--- src/rtl/imm_encoder.sv ---
// RV32I instruction packer: fields + 32-bit immediate -> R/I/S/B/J/U words, with range checks.
// Optional LUI+ADDI load-immediate expansion enabled by defining IMM_ENCODER_LI_EXPAND_EN.
module imm_encoder #(
    parameter int SKIP_ZERO_LO = 1,
    parameter int XLEN         = 32
) (
    input  logic            clk,
    input  logic            rst,
    input  logic            req_valid,
    output logic            req_ready,
    input  logic [6:0]      req_opcode,
    input  logic [2:0]      req_funct3,
    input  logic [6:0]      req_funct7,
    input  logic [4:0]      req_rd,
    input  logic [4:0]      req_rs1,
    input  logic [4:0]      req_rs2,
    input  logic [XLEN-1:0] req_imm,
    output logic            out_valid,
    input  logic            out_ready,
    output logic [31:0]     out_instr,
    output logic            out_last,
    output logic            err_valid,
    output logic [1:0]      err_code
);

    localparam logic [6:0] OP_LOAD   = 7'b0000011;
    localparam logic [6:0] OP_I_TYPE = 7'b0010011;
    localparam logic [6:0] OP_AUIPC  = 7'b0010111;
    localparam logic [6:0] OP_STORE  = 7'b0100011;
    localparam logic [6:0] OP_R_TYPE = 7'b0110011;
    localparam logic [6:0] OP_LUI    = 7'b0110111;
    localparam logic [6:0] OP_BRANCH = 7'b1100011;
    localparam logic [6:0] OP_JALR   = 7'b1100111;
    localparam logic [6:0] OP_JAL    = 7'b1101111;

    // IDLE: accepting | EMIT: presenting first word | EMIT2: presenting second LI word
    typedef enum logic [1:0] {S_IDLE, S_EMIT, S_EMIT2} state_t;

    state_t      r_state;
    state_t      w_state_nxt;
    logic [31:0] r_out_instr;
    logic        r_out_last;
    logic [31:0] r_word2;
    logic        r_err_valid;
    logic [1:0]  r_err_code;

    logic        w_accept;
    logic        w_fits12;
    logic        w_fits13;
    logic        w_fits21;
    logic        w_expand_ok;
    logic        w_skip_lo;
    logic [19:0] w_lui_hi;
    logic [31:0] w_lui_word;
    logic [31:0] w_addi_word;
    logic [31:0] w_word1;
    logic        w_two_words;
    logic [1:0]  w_err;

    assign w_accept = req_valid && (r_state == S_IDLE);
    assign w_fits12 = (&req_imm[31:11]) || !(|req_imm[31:11]);
    assign w_fits13 = (&req_imm[31:12]) || !(|req_imm[31:12]);
    assign w_fits21 = (&req_imm[31:20]) || !(|req_imm[31:20]);

    // Adding 0x800 before taking [31:12] only carries into bit 12 when imm[11] is set.
    assign w_lui_hi    = req_imm[31:12] + {19'b0, req_imm[11]};
    assign w_lui_word  = {w_lui_hi, req_rd, OP_LUI};
    assign w_addi_word = {req_imm[11:0], req_rd, 3'b000, req_rd, OP_I_TYPE};
    assign w_skip_lo   = (SKIP_ZERO_LO != 0) && (req_imm[11:0] == 12'h000);

`ifdef IMM_ENCODER_LI_EXPAND_EN
    assign w_expand_ok = (req_opcode == OP_I_TYPE) && (req_funct3 == 3'b000) && (req_rs1 == 5'd0);
`else
    assign w_expand_ok = 1'b0;
`endif

    always_comb begin
        w_word1     = 32'h0;
        w_two_words = 1'b0;
        w_err       = 2'd0;
        case (req_opcode)
            OP_R_TYPE: w_word1 = {req_funct7, req_rs2, req_rs1, req_funct3, req_rd, req_opcode};
            OP_I_TYPE, OP_LOAD, OP_JALR: begin
                if (w_fits12) begin
                    w_word1 = {req_imm[11:0], req_rs1, req_funct3, req_rd, req_opcode};
                end else if (w_expand_ok) begin
                    w_word1     = w_lui_word;
                    w_two_words = !w_skip_lo;
                end else begin
                    w_err = 2'd1;
                end
            end
            OP_STORE: begin
                if (w_fits12)
                    w_word1 = {req_imm[11:5], req_rs2, req_rs1, req_funct3, req_imm[4:0], req_opcode};
                else
                    w_err = 2'd1;
            end
            OP_BRANCH: begin
                if (req_imm[0])
                    w_err = 2'd2;
                else if (!w_fits13)
                    w_err = 2'd1;
                else
                    w_word1 = {req_imm[12], req_imm[10:5], req_rs2, req_rs1, req_funct3,
                               req_imm[4:1], req_imm[11], req_opcode};
            end
            OP_JAL: begin
                if (req_imm[0])
                    w_err = 2'd2;
                else if (!w_fits21)
                    w_err = 2'd1;
                else
                    w_word1 = {req_imm[20], req_imm[10:1], req_imm[11], req_imm[19:12],
                               req_rd, req_opcode};
            end
            OP_LUI, OP_AUIPC: begin
                if (req_imm[11:0] != 12'h000)
                    w_err = 2'd1;
                else
                    w_word1 = {req_imm[31:12], req_rd, req_opcode};
            end
            default: w_err = 2'd3;
        endcase
    end

    always_ff @(posedge clk) begin
        if (rst)
            r_state <= S_IDLE;
        else
            r_state <= w_state_nxt;
    end

    always_comb begin
        w_state_nxt = r_state;
        case (r_state)
            S_IDLE:  if (w_accept && (w_err == 2'd0)) w_state_nxt = S_EMIT;
            S_EMIT:  if (out_ready) w_state_nxt = r_out_last ? S_IDLE : S_EMIT2;
            S_EMIT2: if (out_ready) w_state_nxt = S_IDLE;
            default: w_state_nxt = S_IDLE;
        endcase
    end

    always_ff @(posedge clk) begin
        if (rst) begin
            r_out_instr <= 32'h0;
            r_out_last  <= 1'b0;
            r_word2     <= 32'h0;
            r_err_valid <= 1'b0;
            r_err_code  <= 2'd0;
        end else begin
            r_err_valid <= 1'b0;
            r_err_code  <= 2'd0;
            if (w_accept) begin
                if (w_err != 2'd0) begin
                    r_err_valid <= 1'b1;
                    r_err_code  <= w_err;
                end else begin
                    r_out_instr <= w_word1;
                    r_out_last  <= !w_two_words;
                    r_word2     <= w_addi_word;
                end
            end else if ((r_state == S_EMIT) && out_ready && !r_out_last) begin
                r_out_instr <= r_word2;
                r_out_last  <= 1'b1;
            end
        end
    end

    assign req_ready = (r_state == S_IDLE);
    assign out_valid = (r_state != S_IDLE);
    assign out_instr = r_out_instr;
    assign out_last  = r_out_last;
    assign err_valid = r_err_valid;
    assign err_code  = r_err_code;

endmodule

--- config.mk ---
export PLATFORM = sky130hd
export DESIGN_NAME = imm_encoder
export DESIGN_NICKNAME = d
export VERILOG_FILES = /design/src/rtl/imm_encoder.sv
export SDC_FILE = /design/constraint.sdc
export NUM_CORES = 1
export LEC_CHECK = 0
export CAP_MARGIN = 10
export CORE_ASPECT_RATIO = 1.1
export CORE_MARGIN = 2
export CORE_UTILIZATION = 45
export DETAILED_ROUTE_END_ITERATION = 10
export DONT_BUFFER_PORTS = 1
export HOLD_SLACK_MARGIN = 0.06
export PLACE_DENSITY_LB_ADDON = 0.12
export RECOVER_POWER = 25
export SLEW_MARGIN = 20
export SYNTH_ARGS = -nofsm -noshare
export SYNTH_HDL_FRONTEND = slang
export SYNTH_SLANG_ARGS = --single-unit
--- constraint.sdc ---
create_clock -name clk -period 3.2 [get_ports clk]
set_clock_uncertainty 0.15 [all_clocks]
set_input_delay 0.96 -clock clk [delete_from_list [all_inputs] [get_ports clk]]
set_output_delay 0.96 -clock clk [all_outputs]
set_load 0.01 [all_outputs]
---- Word level (Yosys, flattened, before mapping) ----
Cells that the tools add are included.
operators by class
  equal/unequal tests ..................... 15
  mux-type cells .......................... 27
  bitwise gates (word level) .............. 2
  reduce and logical (&&, ||, !) cells .... 31
operators by type and width
  operator            number
  $mux 32             10
  $pmux 32 s6         1
  $eq 7x6->1 const B  3
  $eq 7x7->1 const B  3
  $reduce_and 21->1   1
  $reduce_or 21->1    1
  $reduce_and 20->1   1
  $reduce_or 20->1    1
  $eq 7x5->1 const B  2
  $mux 2              6
  $reduce_and 12->1   1
  $reduce_bool 12->1  1
  $reduce_or 12->1    1
  $pmux 2 s5          1
  $mux 1              8
  $eq 7x2->1 const B  1
  $ne 2x2->1 const B  3
  $pmux 2 s3          1
  $reduce_bool 2->1   3
  $reduce_or 3->1     2
  $logic_and 1x1->1   4
  $logic_not 1->1     4
  $logic_not 2->1     2
  $reduce_and 2->1    2
  other kinds (8)     12
word-level totals
  flip-flop bits (word level) ............. 63
  bits of input ports ..................... 68
  output and inout port bits .............. 38
  logic and storage cells ................. 81

---- Longest topological paths before layout ----
  word-level depth ........................ 10
  gate-level depth with buffers ........... 10
  depth with buffers taken out ............ 7

---- Least setup slack after synthesis ----
No wires, ideal clock.
  kind .................................... in2reg
  start point ............................. in req_imm[28]
  end point ............................... reg r_out_instr[4], in the netlist out_instr[4]
  library setup time ...................... 0.141 ns
  arrival ................................. 2.641 ns
  data required time ...................... 2.909 ns
  setup slack ............................. 0.268 ns
  cell stages on the path ................. 8
  path buffers ............................ 2
  cell sequence ........................... nor4_1 nand3_2 a2bb2o_1 clkbuf_4 o211ai_2 o21ai_4 buf_2 a311oi_2
on the way
  longest elaborated chain between the ends .. 9
  elaborated cells on any way between the ends .. 30
  those cells by class .................... eq/ne (1); mux (15); reduce/logical (14)
ends and longest elaborated chain
  item                                                  RTL line  source
  start: declaration                                    17        input logic [XLEN-1:0] req_imm,
  $reduce_or 20->1 or $reduce_or 12->1 (tied branches)  62, 63
  $logic_not 1->1, on equally long branches             62, 63
  $logic_or 1x1->1, on equally long branches            62, 63
  $mux 1, on equally long branches                      102, 111
  $mux 2, on equally long branches                      100, 109
  $pmux 2 s5                                            81        case (req_opcode)
  $reduce_bool 2->1                                     155       if (w_err != 2'd0) begin
  $ne 2x2->1 (no line)                                  -
  $reduce_and 2->1 (no line)                            -
  end signal: assignment                                159       r_out_instr <= w_word1;
  end signal: assignment                                164       r_out_instr <= r_word2;
  end: declaration                                      41        logic [31:0] r_out_instr;
Parallel ways exist; a longest one is shown, timed or not. The select of a mux whose other input is x is not followed.
A chain may end at the register's enable or synchronous reset.

---- Worst setup path after layout ----
  start point ............................. in req_imm[30]
  end point ............................... reg r_out_instr[21], in the netlist out_instr[21]
The elaborated chain is that of the path after synthesis.

==> impl_metrics.json <==
{
  "status": "completed",
  "drtAntennaViolNets": 0,
  "async_flop_share": 0,
  "min_delay_path_depth": 2,
  "firstDrtPassIters": 5,
  "synth_top_cells_by_area": "dfxtp_1 (35%), nand2_1 (7.2%), a211oi_2 (4.7%)",
  "irDropWorstVdd_mv": 0.1996,
  "ctsHoldBuffers": 0,
  "r2r_start": "r_state[1]$_SDFFE_PP0P_",
  "arrival_ns": 2.96,
  "grt_use_total": 0.2453,
  "synth_top_family_by_area": "compound AO/OA/AOI/OAI gates",
  "max_cap_violations": 0,
  "clkSlewWorstSetupHoldPaths_ns": 0.10,
  "die_area_um2": 7769,
  "rrSetupSlack_ns": 0.84,
  "synth_mux_area_frac": 0,
  "synth_compound_gate_area_share": 0.3252,
  "crit_path_start_kind": "input port",
  "critPathKind": "in2reg",
  "timing.final.crit_share": 0.8966,
  "htree_levels": 2,
  "vias": 2861,
  "hp-class": "reg2reg",
  "wire_per_inst_um": 21.21,
  "min_to": "r_word2[25]$_SDFFE_PP0P_",
  "coreArea_um2": 6927,
  "finalSetupViolations": 0,
  "grt_pass1_wl_um": 15190,
  "critPathBufInv": 0,
  "maxSlewViolCount": 0,
  "io_pins": 106,
  "r2r_cells": 7,
  "min_from": "r_word2[25]$_SDFFE_PP0P_",
  "finalHoldViolations": 0,
  "first_iter_violations": 140,
  "power_leakage_nw": 0.9791,
  "post-cts-setup-buffer-count": 0,
  "initial_core_util": 0.4599,
  "yosysWarnings": 0,
  "r2r_end": "r_word2[16]$_SDFFE_PP0P_",
  "required_ns": 3.29,
  "synth.cell_area_um2": 3186,
  "clock_latency_ns": 0.31,
  "syn_to_final_growth_pct": 6.363,
  "grt_start_max_net_pins": 61,
  "synth.distinct_cells": 61,
  "endpoint_kind": "flop",
  "crit_fanout": 6,
  "synth.most_common_cell": "nand2_1",
  "fin_area_um2": 3388,
  "hpwl_um": 7146,
  "synth.yosys.seq_area_share": 0.3519,
  "period_minus_slack_ns": 2.869,
  "cp_slowest_cell": "or3_1",
  "antenna_cells": 0,
  "relSlewSlack": 0.6138,
  "ctsLongestPathBuffers": 2,
  "yosysTopAreaCell": "dfxtp_1",
  "cts.sink_count": 56,
  "synth_xor_xnor_area_share": 0,
  "die_height_um": 92.25,
  "grt_pass1_vias": 2818,
  "drc_errors": 0,
  "synth-adder-area-share": 0,
  "place_area_um2": 3273,
  "rsz0062_at_grt": "false",
  "grt-ovfl-total": 0,
  "cts_tree": "yes",
  "p_per_area_nw_per_um2": 390.8,
  "yosys-top-cells-count": "nand2_1 (61), dfxtp_1 (56), nor2_1 (38)",
  "synth_top_cell_area_share": 0.3519,
  "synth_seq_cells": 56,
  "fmax_ghz": 0.3486,
  "rows": 32,
  "hold_ws_ns": 0.3037,
  "crit_chain": "nand4_1, or3_1, o32ai_1, nand3_2, a21oi_2, a221oi_1, a211oi_2",
  "tightestPinTransition_ns": 0.5744,
  "max_stage_delay_ns": 0.52,
  "synth-edff-count": 0,
  "antenna_found_initial": 0,
  "synthFlopType": "dfxtp_1",
  "cts_resized": 0,
  "synth-simple-area-share": 0.2584,
  "cts-root-buf": "clkbuf_8",
  "die_w_um": 84.22,
  "io_buffers": 0,
  "synth_nets": 433,
  "netlist_instances": 365,
  "vias_per_cell": 6.344,
  "avgSynthCellArea_um2": 8.728,
  "wl_um": 9565,
  "drive_gt1_frac": 0.1995,
  "nets": 433,
  "cts_buffers": 5,
  "crit_family": "compound AO/OA/AOI/OAI gates",
  "gp_congestion": 0.8798
}
==> stage by stage <==
| stage | TNS (ns) | setup WS (ns) | util | cells | total power [W] |
|---|---|---|---|---|---|
| floorplan | 0 | 0.2685 | - | 365 | 0.0008503 |
| global placement | -0.02135 | -0.01032 | 0.4725 | 443 | 0.0008496 |
| detailed placement | -0.01202 | -0.01002 | 0.4725 | 443 | 0.0008514 |
| CTS | 0 | 0.3462 | 0.4892 | 451 | 0.001340 |
| global route | 0 | 0.1778 | 0.4892 | 451 | 0.001374 |
| finish | 0 | 0.3310 | 0.4892 | 451 | 0.001324 |
==> cell families after synthesis <==
logic type / after synthesis
buffers and inverters: 31
AOI/OAI and AO/OA: 117
DFF: 56
and+or+nand+nor: 161
==> area by class of cell <==
cell class | count | area [um^2]
inverter | 5 | 18.77
fill | 685 | 3538
tap | 85 | 106.4
multi-input combinational | 278 | 1859
clock inverter | 3 | 46.29
sequential | 56 | 1121
clock buffer | 5 | 68.82
timing repair buffer | 19 | 167.7
==> state kept, by name, indices dropped and copies added (netlist names) <==
| signal | count |
|---|---|
| err_code | 2 |
| err_valid | 1 |
| out_instr | 32 |
| out_last | 1 |
| r_state | 2 |
| r_word2 | 18 |
==> where the power goes <==
group / internal [W] / switching, W / leakage [nW]
clock: 0.000238 / 0.000251 / 0.0600
sequential: 0.000715 / 0.0000182 / 0.453
combinational: 0.0000446 / 0.0000577 / 0.466
total: 0.000997 / 0.000327 / 0.979
==> cells in the final DEF, fill, tap and decap left out, types with 6 or more instances in the layout <==
cell,instances
nand2_1,61
dfxtp_1,56
nor2_1,38
a21oi_1,30
buf_4,17
a211oi_2,12
nand3_1,10
nand2b_1,8
nand4_1,8
nor4_1,8
a22oi_1,8
a311oi_2,8
a222oi_1,7
o32ai_1,6
o21ai_0,6
==> tightest hold or removal path: cells and delay by family, from the launching register on <==
| kind | cells | cell delay (ns) |
|---|---|---|
| flops | 1 | 0.32 |
| simple gates | 1 | 0.05 |
| compound gates | 1 | 0.05 |
==> metal layers <==
metal	wire length, um	share of wire	track usage
met1	4137	0.43	0.3250
met2	4405	0.46	0.3843
met3	855	0.089	0.07561
met4	166	0.017	0.07124
met5	0	0	0
==> worst max path at each step <==
stage	from	end	slack, ns	cells after the start
after floorplan	req_imm[28]	out_instr[4]$_SDFFE_PP0P_	0.27	8
after global placement	req_imm[28]	out_instr[19]$_SDFFE_PP0P_	-0.01	9
after detailed placement	req_imm[30]	out_instr[29]$_SDFFE_PP0P_	-0.01	7
after CTS	req_imm[28]	out_instr[19]$_SDFFE_PP0P_	0.35	9
after global routing	req_imm[28]	out_instr[18]$_SDFFE_PP0P_	0.18	9
final	req_imm[30]	out_instr[21]$_SDFFE_PP0P_	0.33	7
Power figures use the tool's default switching activity.
